==> src/rtl/pipe_pkg.sv <==
// pipe_pkg: shared pipeline types and constants
package pipe_pkg;
    localparam int DWIDTH = 32;
    localparam logic [DWIDTH-1:0] ZERO_DW = '0;
    localparam logic [4:0] REG_X0 = 5'd0;
    typedef enum logic [1:0] {RUN, MEM_WAIT, DRAIN, HALTED} hz_state_t;
endpackage

==> src/rtl/pipe_hazard_ctrl_load_use_detect.sv <==
// load_use_detect: flags a Decode source that depends on a load still in Execute
module load_use_detect
    import pipe_pkg::*;
(
    input  logic [4:0] d_rs1_i,
    input  logic [4:0] d_rs2_i,
    input  logic       d_uses_rs1_i,
    input  logic       d_uses_rs2_i,
    input  logic       e_valid_i,
    input  logic       e_is_load_i,
    input  logic [4:0] e_rd_i,
    output logic       load_use_o
);
    assign load_use_o = e_valid_i & e_is_load_i & (e_rd_i != REG_X0) &
                        ((d_uses_rs1_i & (d_rs1_i == e_rd_i)) | (d_uses_rs2_i & (d_rs2_i == e_rd_i)));
endmodule

==> src/rtl/pipe_hazard_ctrl.sv <==
// pipe_hazard_ctrl: stall/flush controller for the 5-stage pipe; PIPE_PERF_CNT_EN adds perf counters
module pipe_hazard_ctrl
    import pipe_pkg::*;
#(
    parameter int MEM_TIMEOUT = 256,
    parameter int CNT_W       = 32
) (
    input  logic             clk,
    input  logic             rst,
    input  logic [4:0]       d_rs1,
    input  logic [4:0]       d_rs2,
    input  logic             d_uses_rs1,
    input  logic             d_uses_rs2,
    input  logic             e_valid,
    input  logic             e_is_load,
    input  logic [4:0]       e_rd,
    input  logic             e_redirect,
    input  logic             m_valid,
    input  logic             m_mem,
    input  logic             w_valid,
    input  logic             dmem_ready,
    input  logic             halt_req,
    input  logic             resume,
    output logic             pc_stall,
    output logic             fd_stall,
    output logic             fd_flush,
    output logic             de_stall,
    output logic             de_flush,
    output logic             em_stall,
    output logic             em_flush,
    output logic             mw_stall,
    output logic             mw_flush,
    output logic             halted,
    output logic             mem_err,
    output logic [CNT_W-1:0] stall_cycles,
    output logic [CNT_W-1:0] flush_events
);
    localparam int WC_W = $clog2(MEM_TIMEOUT + 1);
    localparam logic [WC_W-1:0] WC_MAX = WC_W'(MEM_TIMEOUT);

    hz_state_t state_q, state_d;
    logic halt_pend_q, halt_pend_d;
    logic [WC_W-1:0] wait_q, wait_d;
    logic mem_err_q, mem_err_d;
    logic load_use, mem_busy, freeze;

    load_use_detect u_lud (
        .d_rs1_i     (d_rs1),
        .d_rs2_i     (d_rs2),
        .d_uses_rs1_i(d_uses_rs1),
        .d_uses_rs2_i(d_uses_rs2),
        .e_valid_i   (e_valid),
        .e_is_load_i (e_is_load),
        .e_rd_i      (e_rd),
        .load_use_o  (load_use)
    );

    // A memory wait holds everything up to Memory, so Execute re-presents redirect/load-use later
    assign mem_busy = m_valid & m_mem & ~dmem_ready;
    assign freeze   = load_use | (state_q == DRAIN) | (state_q == HALTED);
    assign pc_stall = mem_busy | (~e_redirect & freeze);
    assign fd_stall = pc_stall;
    assign fd_flush = ~mem_busy & e_redirect;
    assign de_stall = mem_busy;
    assign de_flush = ~mem_busy & (e_redirect | freeze);
    assign em_stall = mem_busy;
    assign em_flush = 1'b0;
    assign mw_stall = 1'b0;
    assign mw_flush = mem_busy;
    assign halted   = state_q == HALTED;
    assign mem_err  = mem_err_q;

    // Next state, halt deferred across a memory wait, and saturating wait timeout
    always_comb begin
        state_d     = state_q;
        halt_pend_d = halt_pend_q;
        wait_d      = wait_q;
        case (state_q)
            RUN: begin
                wait_d  = '0;
                state_d = mem_busy ? MEM_WAIT : (halt_req ? DRAIN : RUN);
            end
            MEM_WAIT: begin
                wait_d      = (wait_q == WC_MAX) ? wait_q : wait_q + 1'b1;
                halt_pend_d = (halt_pend_q | halt_req) & ~dmem_ready;
                state_d     = ~dmem_ready ? MEM_WAIT : ((halt_pend_q | halt_req) ? DRAIN : RUN);
            end
            DRAIN:   state_d = (~e_valid & ~m_valid & ~w_valid) ? HALTED : DRAIN;
            HALTED:  state_d = resume ? RUN : HALTED;
            default: state_d = RUN;
        endcase
        mem_err_d = mem_err_q | ((state_q == MEM_WAIT) & (wait_d == WC_MAX));
    end

    // Controller state register
    always_ff @(posedge clk) begin
        if (rst) begin
            state_q     <= RUN;
            halt_pend_q <= 1'b0;
            wait_q      <= '0;
            mem_err_q   <= 1'b0;
        end else begin
            state_q     <= state_d;
            halt_pend_q <= halt_pend_d;
            wait_q      <= wait_d;
            mem_err_q   <= mem_err_d;
        end
    end

`ifdef PIPE_PERF_CNT_EN
    logic [CNT_W-1:0] stall_q, flush_q;

    // Count PC-stall cycles and cycles carrying any flush; both wrap
    always_ff @(posedge clk) begin
        if (rst) begin
            stall_q <= '0;
            flush_q <= '0;
        end else begin
            stall_q <= stall_q + CNT_W'(pc_stall);
            flush_q <= flush_q + CNT_W'(fd_flush | de_flush | em_flush | mw_flush);
        end
    end

    assign stall_cycles = stall_q;
    assign flush_events = flush_q;
`else
    assign stall_cycles = '0;
    assign flush_events = '0;
`endif
endmodule

==> config.mk <==
export PLATFORM = sky130hd
export DESIGN_NAME = pipe_hazard_ctrl
export DESIGN_NICKNAME = d
export VERILOG_FILES = /design/src/rtl/pipe_pkg.sv /design/src/rtl/pipe_hazard_ctrl_load_use_detect.sv /design/src/rtl/pipe_hazard_ctrl.sv
export SDC_FILE = /design/constraint.sdc
export NUM_CORES = 1
export LEC_CHECK = 0
export CELL_PAD_IN_SITES_DETAIL_PLACEMENT = 0
export CELL_PAD_IN_SITES_GLOBAL_PLACEMENT = 1
export CORE_MARGIN = 2
export CORE_UTILIZATION = 25
export CTS_CLUSTER_DIAMETER = 200
export CTS_CLUSTER_SIZE = 30
export DETAILED_ROUTE_END_ITERATION = 12
export GPL_TIMING_DRIVEN = 0
export PLACE_DENSITY = 0.93
export RECOVER_POWER = 100
export SLEW_MARGIN = 20
export SYNTH_ARGS = -nofsm -noshare
export SYNTH_HDL_FRONTEND = slang
export SYNTH_SLANG_ARGS = --single-unit
export TNS_END_PERCENT = 100
==> constraint.sdc <==
create_clock -name clk -period 3.3 [get_ports clk]
set_clock_uncertainty 0.1 [all_clocks]
set_input_delay 0.66 -clock clk [delete_from_list [all_inputs] [get_ports clk]]
set_output_delay 0.66 -clock clk [all_outputs]
set_load 0.02 [all_outputs]
==> metrics.cfg, run 1 <==
[grt]
grt_pass1_vias=1265
groute.usage.overall_pct=10.26
grt_max_degree=11
gr-total-overflow=0
antenna_found_initial=0
grt_pass1_wl_um=5195

[placement]
io_buffers=36
post-place-cells=358
placed_cell_area_um2=2135
place.gp.congestion=0.8048
pre_cts_ws_ns=-0.4425
post-dp-hpwl_um=2811

[synthesis]
synth.cell_area_um2=1440
synth-seq-cells=13
synth_compound_area_share_pct=10.34
synthXorXnorAreaFrac_pct=8.514
synthTopCellsByArea=buf_4 36%, dfxtp_1 18%, xor2_1 6.1%
ys_types=41
synth_edf_count=0
synth_ff_type=dfxtp_1
syn_area_per_cell_um2=7.784
synthAdderAreaFrac_pct=1.738
synth_top_family_by_area=buffers and inverters
muxShareOfSynthArea_pct=3.041
syn_inst=185
synthArstFlopShare_pct=0
synth_top_area_share_pct=35.97
synthSimpleGateAreaFrac_pct=19.37
synth_top_cell_by_area=buf_4
yosys_warnings=0
ys_seq_area_share_pct=18.07

[critical_path]
crit_required_ns=2.54
cp.buffers_inverters=4
cpPeakStageDelay_ns=0.59
reg2reg_slack_ns=1.26
critical_path.endpoint_type=primary output
path_max_fanout=5
r2r_cells=8
rr_endpoint=mem_err
cp.arrival_ns=2.46
path_class=in -> out
cp-start-kind=input port
critPathSlowestCell=clkdlybuf4s50_1
r2r_start=wait_q[0]
path_cells=dlygate4sd3_1 -> or2_2 -> inv_1 -> clkbuf_4 -> clkdlybuf4s50_1
crit_family=buffers and inverters

[cts]
cts_inserted_buffers=3
cts_sinks=13
htree_levels=1
clk_path_buf_depth=2
cts_root_buf=clkbuf_8
clk_latency_ns=0.26
clk_pin_slew_worst_paths_ns=0.05
tritoncts=done

[power]
swShare_pct=35.73
finalPower_w=0.0005582
irDropWorstVdd_uv=113.7
p_switching_w=0.0001994
clock_power_share_pct=26.5
intPower_w=0.0003588
p_comb_share_pct=43.9
p_seq_share_pct=29.5
p_leak_nw=1.107
powerDensity_nw_per_um2=257.1

[sta]
grt_setup_unrepaired=no
worst_slack_ns=0.08145
hold_viol_final=0
min_period_ns=3.219
finalMaxSlewViolations=0
finalSetupViolations=0
period_share_pct=97.53
fmaxAchievable_mhz=310.7

[floorplanning]
num_io_pins=103
die_h_um=79.90
die_area_um2=6384
core-area_um2=5540
start_util_pct=25.99
die_x_um=79.90
rows=27

[routing]
drc=0
wl_per_cell_um=8.829
first_iter_violations=35
routed_wl_um=3205
viasPerCell=3.645
vias=1323
drtPass1Iterations=4
ant_nets=0

[outcome]
status=complete, no violations

[cells_and_area]
final_area_um2=2171
drive_above_1_share_pct=28.87
fin_nets=322
final_cells=363
n_antenna_cell=0
syn_to_final_growth_pct=50.74
fin_util_pct=39.18

[worst_hold_path]
hold_end=mem_err
hp-start=mem_err
worstHoldPathCells=2
hold_class=reg -> reg

[flow_run]
maxCapViolCount=0

-- power by group through the flow --
| stage | clock network (W) | registers, W | logic, W |
|---|---|---|---|
| finish | 0.000148 | 0.000165 | 0.000245 |
| global route | 0.000155 | 0.000165 | 0.000267 |
| CTS | 0.000151 | 0.000165 | 0.000243 |
| detailed placement | 0 | 0.000168 | 0.000246 |
| global placement | 0 | 0.000168 | 0.000246 |
| floorplan | 0 | 0.000167 | 0.000185 |
-- layout make-up --
| type | count | area, um^2 |
|---|---|---|
| Fill cell | 601 | 3369 |
| Multi-Input combinational cell | 158 | 864.6 |
| Buffer | 73 | 534.3 |
| Timing Repair Buffer | 37 | 352.8 |
| Sequential cell | 13 | 260.3 |
| Tap cell | 72 | 90.09 |
| Clock buffer | 3 | 41.29 |
| Inverter | 6 | 22.52 |
| Clock inverter | 1 | 5.005 |
-- per-stage QoR --
step,hold WS [ns],TNS (ns)
after floorplan,0.3914,0
after global placement,0.3606,-1.026
after detailed placement,0.3697,-1.073
after CTS,0.3844,0
after global routing,0.4176,0
final,0.3846,0
-- Yosys cell counts (2+ instances only) --
cell type  number
nor2b_1         4
nand2_1         7
inv_1           6
a22oi_1         2
clkbuf_1        2
nor3_1          5
nand3_1         6
mux2_2          3
a21oi_1         4
nor4_1          3
buf_4          69
ha_1            2
nor2_1         14
dfxtp_1        13
nand4_1         2
a211oi_1        3
xnor2_1         4
a21o_1          2
xor2_1         10
o21ai_0         3
-- layer usage --
layer	up-vias	part of all wire [%]	global-route usage, %
met5	-	0	0
met4	0	1.4	3.559
met3	5	9.5	3.054
met2	65	52	20.25
met1	552	37	9.905
li1	701	-	-
-- placed cells by master (no fill, tap or decap), types with 3 or more instances in the layout --
cell type,instances
dfxtp_1,13
mux2_2,3
buf_4,67
nand3_1,6
clkbuf_4,3
xnor2_1,4
a211oi_1,3
conb_1,66
clkdlybuf4s50_1,25
xor2_1,10
clkbuf_8,3
clkbuf_1,3
a21oi_1,4
nand2_1,7
nor3_1,5
inv_1,6
nor2_1,14
dlygate4sd3_1,5
nor2b_1,4
-- worst max-delay path by stage --
stage                    start       end  slack, ns  depth (start not counted)
finish              dmem_ready  mw_flush       0.08                          5
CTS                    e_rd[1]  fd_stall      0.003                          8
floorplan              e_rd[3]  pc_stall       0.39                          7
global route        dmem_ready  mw_flush      0.003                          5
detailed placement     e_rd[2]  pc_stall      -0.44                          9
global placement       e_rd[2]  pc_stall      -0.43                          9
-- state kept, by name (all words and copies together) (netlist names) --
register / count
mem_err: 1
wait_q: 9
halt_pend_q: 1
state_q: 2
-- logic make-up after synthesis --
| logic type | after synthesis |
|---|---|
| adder cells (fa/ha/maj) | 2 |
| flip-flops | 13 |
| AO/OA/AOI/OAI | 21 |
| AND/OR/NAND/NOR | 51 |
| XOR/XNOR | 14 |
| multiplexers | 4 |
| buffers and inverters | 79 |
| other | 1 |
-- worst min-delay path: stages, from the launching register on --
cell	delay, ns
dfxtp_1	0.34
a41oi_1	0.05
nor2_1	0.07
-- timing repair --
item | CTS | global route
pin swaps | 3 | 1
hold buffers | 0 | 0
gates resized for setup | 9 | 7
setup buffers | 0 | 1
cloned | 0 | 0
endpoints found under the setup margin | 3 | 3
No activity file was read; power rests on OpenSTA's default activity.
==> run 2, diff against run 1 <==
--- a/config.mk
+++ b/config.mk
@@ -7,7 +7,6 @@
 export LEC_CHECK = 0
 export CELL_PAD_IN_SITES_DETAIL_PLACEMENT = 0
 export CELL_PAD_IN_SITES_GLOBAL_PLACEMENT = 1
-export CORE_MARGIN = 2
 export CORE_UTILIZATION = 25
 export CTS_CLUSTER_DIAMETER = 200
 export CTS_CLUSTER_SIZE = 30
==> run 2 against run 1 <==
Effect of this change: register-to-register slack got worse by 0.07 ns; fmax about the same; critical path depth did not move; non-clock buffer count fell by 1; critical endpoint is now em_stall; via count fell by 0.45%; utilization about the same; first-iteration DRC count down 2.9%; count of clock-buffer cells in the layout did not move; cell area decreased by 0.12%; die area is 4.9% lower; sequential share of layout area barely moved; global-route usage barely moved.
==> metrics.cfg, run 2 (synthesis results as in run 1) <==
[outcome]
status=complete, no violations  ; unchanged

[grt]
grt_pass1_vias=1143  ; was 1265
antenna_found_initial=0  ; unchanged
gr-total-overflow=0  ; unchanged
groute.usage.overall_pct=10.24  ; was 10.26%
grt_max_degree=11  ; unchanged
grt_pass1_wl_um=4885  ; was 5195 um

[sta]
hold_viol_final=0  ; unchanged
worst_slack_ns=0.08293  ; was 0.08145 ns
finalSetupViolations=0  ; unchanged
finalMaxSlewViolations=0  ; unchanged
grt_setup_unrepaired=no  ; unchanged
fmaxAchievable_mhz=310.8  ; was 310.7 MHz
period_share_pct=97.49  ; was 97.53%
min_period_ns=3.217  ; was 3.219 ns

[cts]
postCtsSetupBuffers=0  ; unchanged
clk_path_buf_depth=2  ; unchanged
cts_hold_buf=0  ; unchanged
cts_inserted_buffers=3  ; unchanged
cts_root_buf=clkbuf_8  ; unchanged
clk_latency_ns=0.24  ; was 0.26 ns
cts_sinks=13  ; unchanged
htree_levels=1  ; unchanged
clk_pin_slew_worst_paths_ns=0.06  ; was 0.05 ns
tritoncts=done  ; unchanged

[cells_and_area]
final_common_cell=buf_4  ; unchanged
largest_reg_flops=9  ; unchanged
drive_above_1_share_pct=28.62  ; was 28.87%
final_area_um2=2168  ; was 2171 um^2
regMostFlops=wait_q  ; unchanged
multi_input_area_um2=865.8  ; was 864.6 um^2
top_regs=wait_q (9), state_q (2)  ; unchanged
n_antenna_cell=0  ; unchanged
fin_nets=321  ; was 322
fillers=607  ; was 601
seq_area_um2=260.3  ; unchanged
final_cell_mix=69 x buf_4, 66 x conb_1, 24 x clkdlybuf4s50_1  ; was 67 x buf_4, 66 x conb_1, 25 x clkdlybuf4s50_1
syn_to_final_growth_pct=50.56  ; was 50.74%

[routing]
routed_wl_um=3124  ; was 3205 um
wl_per_cell_um=8.630  ; was 8.829 um
first_iter_violations=34  ; was 35
viasPerCell=3.638  ; was 3.645
ant_nets=0  ; unchanged
drtPass1Iterations=4  ; unchanged
drc=0  ; unchanged
vias=1317  ; was 1323

[critical_path]
cpPeakStageDelay_ns=0.61  ; was 0.59 ns
critical_path.endpoint_type=primary output  ; unchanged
path_class=in -> out  ; unchanged
critPathSlowestCell=clkdlybuf4s50_1  ; unchanged
r2r_start=wait_q[0]  ; unchanged
path_cells=dlygate4sd3_1 -> or2_2 -> inv_1 -> buf_4 -> clkdlybuf4s50_1  ; was dlygate4sd3_1 -> or2_2 -> inv_1 -> clkbuf_4 -> clkdlybuf4s50_1
cp.arrival_ns=2.46  ; about the same
reg2reg_slack_ns=1.19  ; was 1.26 ns
r2r_cells=8  ; unchanged
crit_family=buffers and inverters  ; unchanged
crit_required_ns=2.54  ; about the same
path_max_fanout=5  ; unchanged
cp-start-kind=input port  ; unchanged
cp.buffers_inverters=4  ; unchanged
rr_endpoint=mem_err  ; unchanged

[floorplanning]
die_x_um=77.90  ; was 79.90 um
num_io_pins=103  ; unchanged
rows=27  ; unchanged
core-area_um2=5540  ; unchanged
die_h_um=77.90  ; was 79.90 um
start_util_pct=25.99  ; unchanged
die_area_um2=6068  ; was 6384 um^2

[placement]
pre_cts_ws_ns=-0.4944  ; was -0.4425 ns
place.gp.congestion=0.8333  ; was 0.8048
post-dp-hpwl_um=2649  ; was 2811 um
io_buffers=36  ; unchanged
placed_cell_area_um2=2135  ; unchanged

[worst_hold_path]
worstHoldPathCells=2  ; unchanged
hold_end=mem_err  ; unchanged
hp-start=mem_err  ; unchanged
hold_class=reg -> reg  ; unchanged

[flow_run]
maxCapViolCount=0  ; unchanged

[power]
powerDensity_nw_per_um2=254.0  ; was 257.1 nW/um^2
irDropWorstVdd_uv=149.7  ; was 113.7 uV
p_leak_nw=1.106  ; was 1.107 nW

-- run 2: cell type report --
type,count,area share (%)
buffer,73,24.64
inverter,6,1.039
timing repair buffer,36,16.10
clock buffer,3,1.904
multi-input combinational,158,39.93
tap,72,4.155
clock inverter,1,0.2308
sequential,13,12.00
-- run 2: worst max-delay path by stage --
| stage | start | to | slack, ns | cells past startpoint |
|---|---|---|---|---|
| floorplan | e_rd[3] | pc_stall | 0.39 | 7 |
| global placement | e_rd[2] | pc_stall | -0.45 | 9 |
| detailed placement | e_rd[2] | pc_stall | -0.49 | 9 |
| CTS | e_rd[4] | pc_stall | 0.004 | 9 |
| global route | d_rs2[1] | fd_stall | 0.006 | 8 |
| finish | dmem_ready | em_stall | 0.08 | 5 |
-- run 2: per-layer routing --
layer	share of wire (%)	global-route usage, %	vias to the layer above
li1	-	-	699
met1	37	10.39	547
met2	50	18.67	67
met3	11	4.471	4
met4	1.2	3.333	0
met5	0	0	-
-- run 2: stage by stage --
stage / total power [W] / TNS [ns] / instances / hold slack [ns] / utilization (%)
floorplan: 0.0003517 / 0 / 250 / 0.3914 / -
global placement: 0.0004140 / -1.107 / 358 / 0.3814 / 38.53
detailed placement: 0.0004147 / -1.189 / 358 / 0.3783 / 38.53
CTS: 0.0005563 / 0 / 362 / 0.3919 / 39.39
global route: 0.0005832 / 0 / 362 / 0.4160 / 39.14
finish: 0.0005509 / 0 / 362 / 0.3813 / 39.14
-- run 2: timing repair --
action                                  in CTS  in global routing
pin swaps                                    4                  5
gates resized for setup                     10                  7
endpoints found under the setup margin       3                  3
-- run 2: power breakdown --
part / leakage (nW) / internal [W] / switching (W)
registers: 0.105 / 0.000161 / 0.00000381
logic: 0.975 / 0.000113 / 0.000132
clock network: 0.0255 / 0.0000834 / 0.0000577
total: 1.11 / 0.000357 / 0.000193
-- run 2: worst min-delay path: stages, from the launching register on --
cell,delay (ns)
dfxtp_1,0.33
a41oi_1,0.05
nor2_1,0.07
==> run 3, diff against run 2 <==
--- a/config.mk
+++ b/config.mk
@@ -7,12 +7,13 @@
 export LEC_CHECK = 0
 export CELL_PAD_IN_SITES_DETAIL_PLACEMENT = 0
 export CELL_PAD_IN_SITES_GLOBAL_PLACEMENT = 1
-export CORE_UTILIZATION = 25
+export CORE_UTILIZATION = 40
 export CTS_CLUSTER_DIAMETER = 200
-export CTS_CLUSTER_SIZE = 30
+export CTS_CLUSTER_SIZE = 14
 export DETAILED_ROUTE_END_ITERATION = 12
+export DONT_BUFFER_PORTS = 1
 export GPL_TIMING_DRIVEN = 0
-export PLACE_DENSITY = 0.93
+export PLACE_DENSITY = 0.83
 export RECOVER_POWER = 100
 export SLEW_MARGIN = 20
 export SYNTH_ARGS = -nofsm -noshare
==> run 3 against run 2 <==
Effect of this change: critical path depth rose by 2; routed wire length fell by 6.9%; clock power fell by 24%; flip-flop and latch count did not move; count of clock-buffer cells in the layout did not move; via count fell by 8.7%; first-iteration DRC count rose by 26%; register-to-register slack got worse by 0.05 ns; non-clock buffer count fell by 36; sequential share of layout area rose by 2.9 points; cell area fell by 19%; fmax rose by 3.5%; critical path type unchanged; largest power group unchanged.
==> metrics.cfg, run 3 (synthesis results as in run 1) <==
[outcome]
status=complete, no violations  ; unchanged

[cts]
clk_pin_slew_worst_paths_ns=0.08  ; was 0.06 ns
htree_levels=1  ; unchanged
postCtsSetupBuffers=0  ; unchanged
clk_latency_ns=0.30  ; was 0.24 ns
cts_inserted_buffers=3  ; unchanged
clk_path_buf_depth=2  ; unchanged
cts_sinks=13  ; unchanged
cts_hold_buf=0  ; unchanged
cts_resized=0  ; was 10
tritoncts=done  ; unchanged
cts_root_buf=clkbuf_4  ; was clkbuf_8

[critical_path]
crit_family=compound AO/OA/AOI/OAI gates  ; was buffers and inverters
reg2reg_slack_ns=1.14  ; was 1.19 ns
crit_required_ns=2.54  ; about the same
path_cells=xor2_1 -> nor4_1 -> nand3_1 -> a21oi_1 -> nor2_1 -> o21ai_0 -> clkbuf_2  ; was dlygate4sd3_1 -> or2_2 -> inv_1 -> buf_4 -> clkdlybuf4s50_1
cp-start-kind=input port  ; unchanged
cp.buffers_inverters=1  ; was 4
critPathSlowestCell=o21ai_0  ; was clkdlybuf4s50_1
cp.arrival_ns=2.35  ; was 2.46 ns
critical_path.endpoint_type=primary output  ; unchanged
path_max_fanout=3  ; was 5
path_class=in -> out  ; unchanged
cpPeakStageDelay_ns=0.60  ; was 0.61 ns

[placement]
post-dp-hpwl_um=2345  ; was 2649 um
io_buffers=0  ; was 36
place.gp.congestion=0.7943  ; was 0.8333

[floorplanning]
die_area_um2=3844  ; was 6068 um^2
die_x_um=62  ; was 77.90 um
num_io_pins=103  ; unchanged
rows=21  ; was 27
start_util_pct=42.49  ; was 25.99%
core-area_um2=3390  ; was 5540 um^2
die_h_um=62  ; was 77.90 um

[cells_and_area]
top_regs=wait_q (9), state_q (2)  ; unchanged
fin_nets=285  ; was 321
syn_to_final_growth_pct=21.55  ; was 50.56%
drive_above_1_share_pct=30.31  ; was 28.62%
regMostFlops=wait_q  ; unchanged
final_cell_mix=66 x buf_4, 66 x conb_1, 14 x nor2_1  ; was 69 x buf_4, 66 x conb_1, 24 x clkdlybuf4s50_1
fin_util_pct=51.64  ; was 39.14%
largest_reg_flops=9  ; unchanged
fillers=341  ; was 607
n_antenna_cell=0  ; unchanged

[routing]
first_iter_violations=43  ; was 34
ant_nets=0  ; unchanged
routed_wl_um=2907  ; was 3124 um
drtPass1Iterations=4  ; unchanged
vias=1202  ; was 1317
wl_per_cell_um=9.690  ; was 8.630 um
drc=0  ; unchanged
viasPerCell=4.007  ; was 3.638

[sta]
finalMaxSlewViolations=0  ; unchanged
period_share_pct=94.15  ; was 97.49%
finalSetupViolations=0  ; unchanged
maxSlewHeadroom_pct=51.29
worstMarginPinSlew_ns=0.7230
min_period_ns=3.107  ; was 3.217 ns
fmaxAchievable_mhz=321.9  ; was 310.8 MHz
hold_viol_final=0  ; unchanged
grt_setup_unrepaired=no  ; unchanged
holdWs_ns=0.3342  ; was 0.3813 ns
tns_ns=0  ; unchanged

[grt]
grt_pass1_wl_um=4498  ; was 4885 um
antenna_found_initial=0  ; unchanged
groute.usage.overall_pct=16.13  ; was 10.24%
gr-total-overflow=0  ; unchanged
grt_max_degree=11  ; unchanged
grt_pass1_vias=1009  ; was 1143
grtUsageMet1_pct=18.77  ; was 10.39%
met2_usage_pct=27.81  ; was 18.67%
grt_use_met3_pct=4.555  ; was 4.471%
globalRoute.busiestLayer=met2  ; unchanged

[flow_run]
maxCapViolCount=0  ; unchanged

[power]
irDropWorstVdd_uv=123.0  ; was 149.7 uV
p_switching_w=0.0001842  ; was 0.0001934 W
swShare_pct=39.27  ; was 35.11%
p_comb_share_pct=42.2  ; was 44.5%
intPower_w=0.0002849  ; was 0.0003574 W
p_seq_share_pct=35.1  ; was 29.9%
clock_power_share_pct=22.7  ; was 25.6%
p_leak_nw=0.9255  ; was 1.106 nW
powerDensity_nw_per_um2=268.0  ; was 254.0 nW/um^2

[worst_hold_path]
hold_class=in -> reg  ; was reg -> reg

-- run 3: cell type report --
cell class / instances / area [um^2] / area share [%]
inverters: 6 / 22.52 / 1.287
clock inverters: 1 / 5.005 / 0.2859
flip-flops and latches: 13 / 260.3 / 14.87
plain buffers: 73 / 524.3 / 29.95
multi-input cells: 158 / 858.3 / 49.03
well taps: 46 / 57.56 / 3.288
clock buffers: 3 / 22.52 / 1.287
-- run 3: per-stage QoR --
| step | worst slack [ns] | power [W] | area (um^2) | std cells |
|---|---|---|---|---|
| finish | 0.1931 | 0.0004691 | 1750 | 300 |
| global route | 0.05955 | 0.0005010 | 1750 | 300 |
| CTS | 0.1721 | 0.0004728 | 1769 | 300 |
| detailed placement | 0.1864 | 0.0003643 | 1742 | 296 |
| global placement | 0.1794 | 0.0003642 | 1742 | 296 |
| floorplan | 0.3935 | 0.0003517 | 1684 | 250 |
-- run 3: final timing paths --
path	from	endpoint	depth (start not counted)
max	e_rd[3]	pc_stall	7
min	rst	wait_q[8]	1
max reg2reg	wait_q[0]	mem_err	8
min reg2reg	halt_pend_q	halt_pend_q	2
-- run 3: worst register-to-register path, delay by kind of cell (launching register included) --
family                     cells  cell delay, ns
adders and majority gates      1            0.16
AOI/OAI and AO/OA              1            0.23
muxes                          1            0.29
and+or+nand+nor                4            0.74
buffers and inverters          1            0.12
DFF                            1            0.39
-- run 3: power groups by stage --
| stage | Combinational, W | Sequential, W | Clock (W) |
|---|---|---|---|
| final | 0.000198 | 0.000164 | 0.000107 |
| after global routing | 0.000217 | 0.000165 | 0.000119 |
| after CTS | 0.000197 | 0.000164 | 0.000111 |
| after detailed placement | 0.000196 | 0.000168 | 0 |
| after global placement | 0.000196 | 0.000168 | 0 |
| after floorplan | 0.000185 | 0.000167 | 0 |
-- run 3: per-layer routing --
layer	routed length [um]	vias to the layer above
met5	0	-
met4	18	0
met3	274	2
met2	1527	64
met1	1087	507
li1	-	629
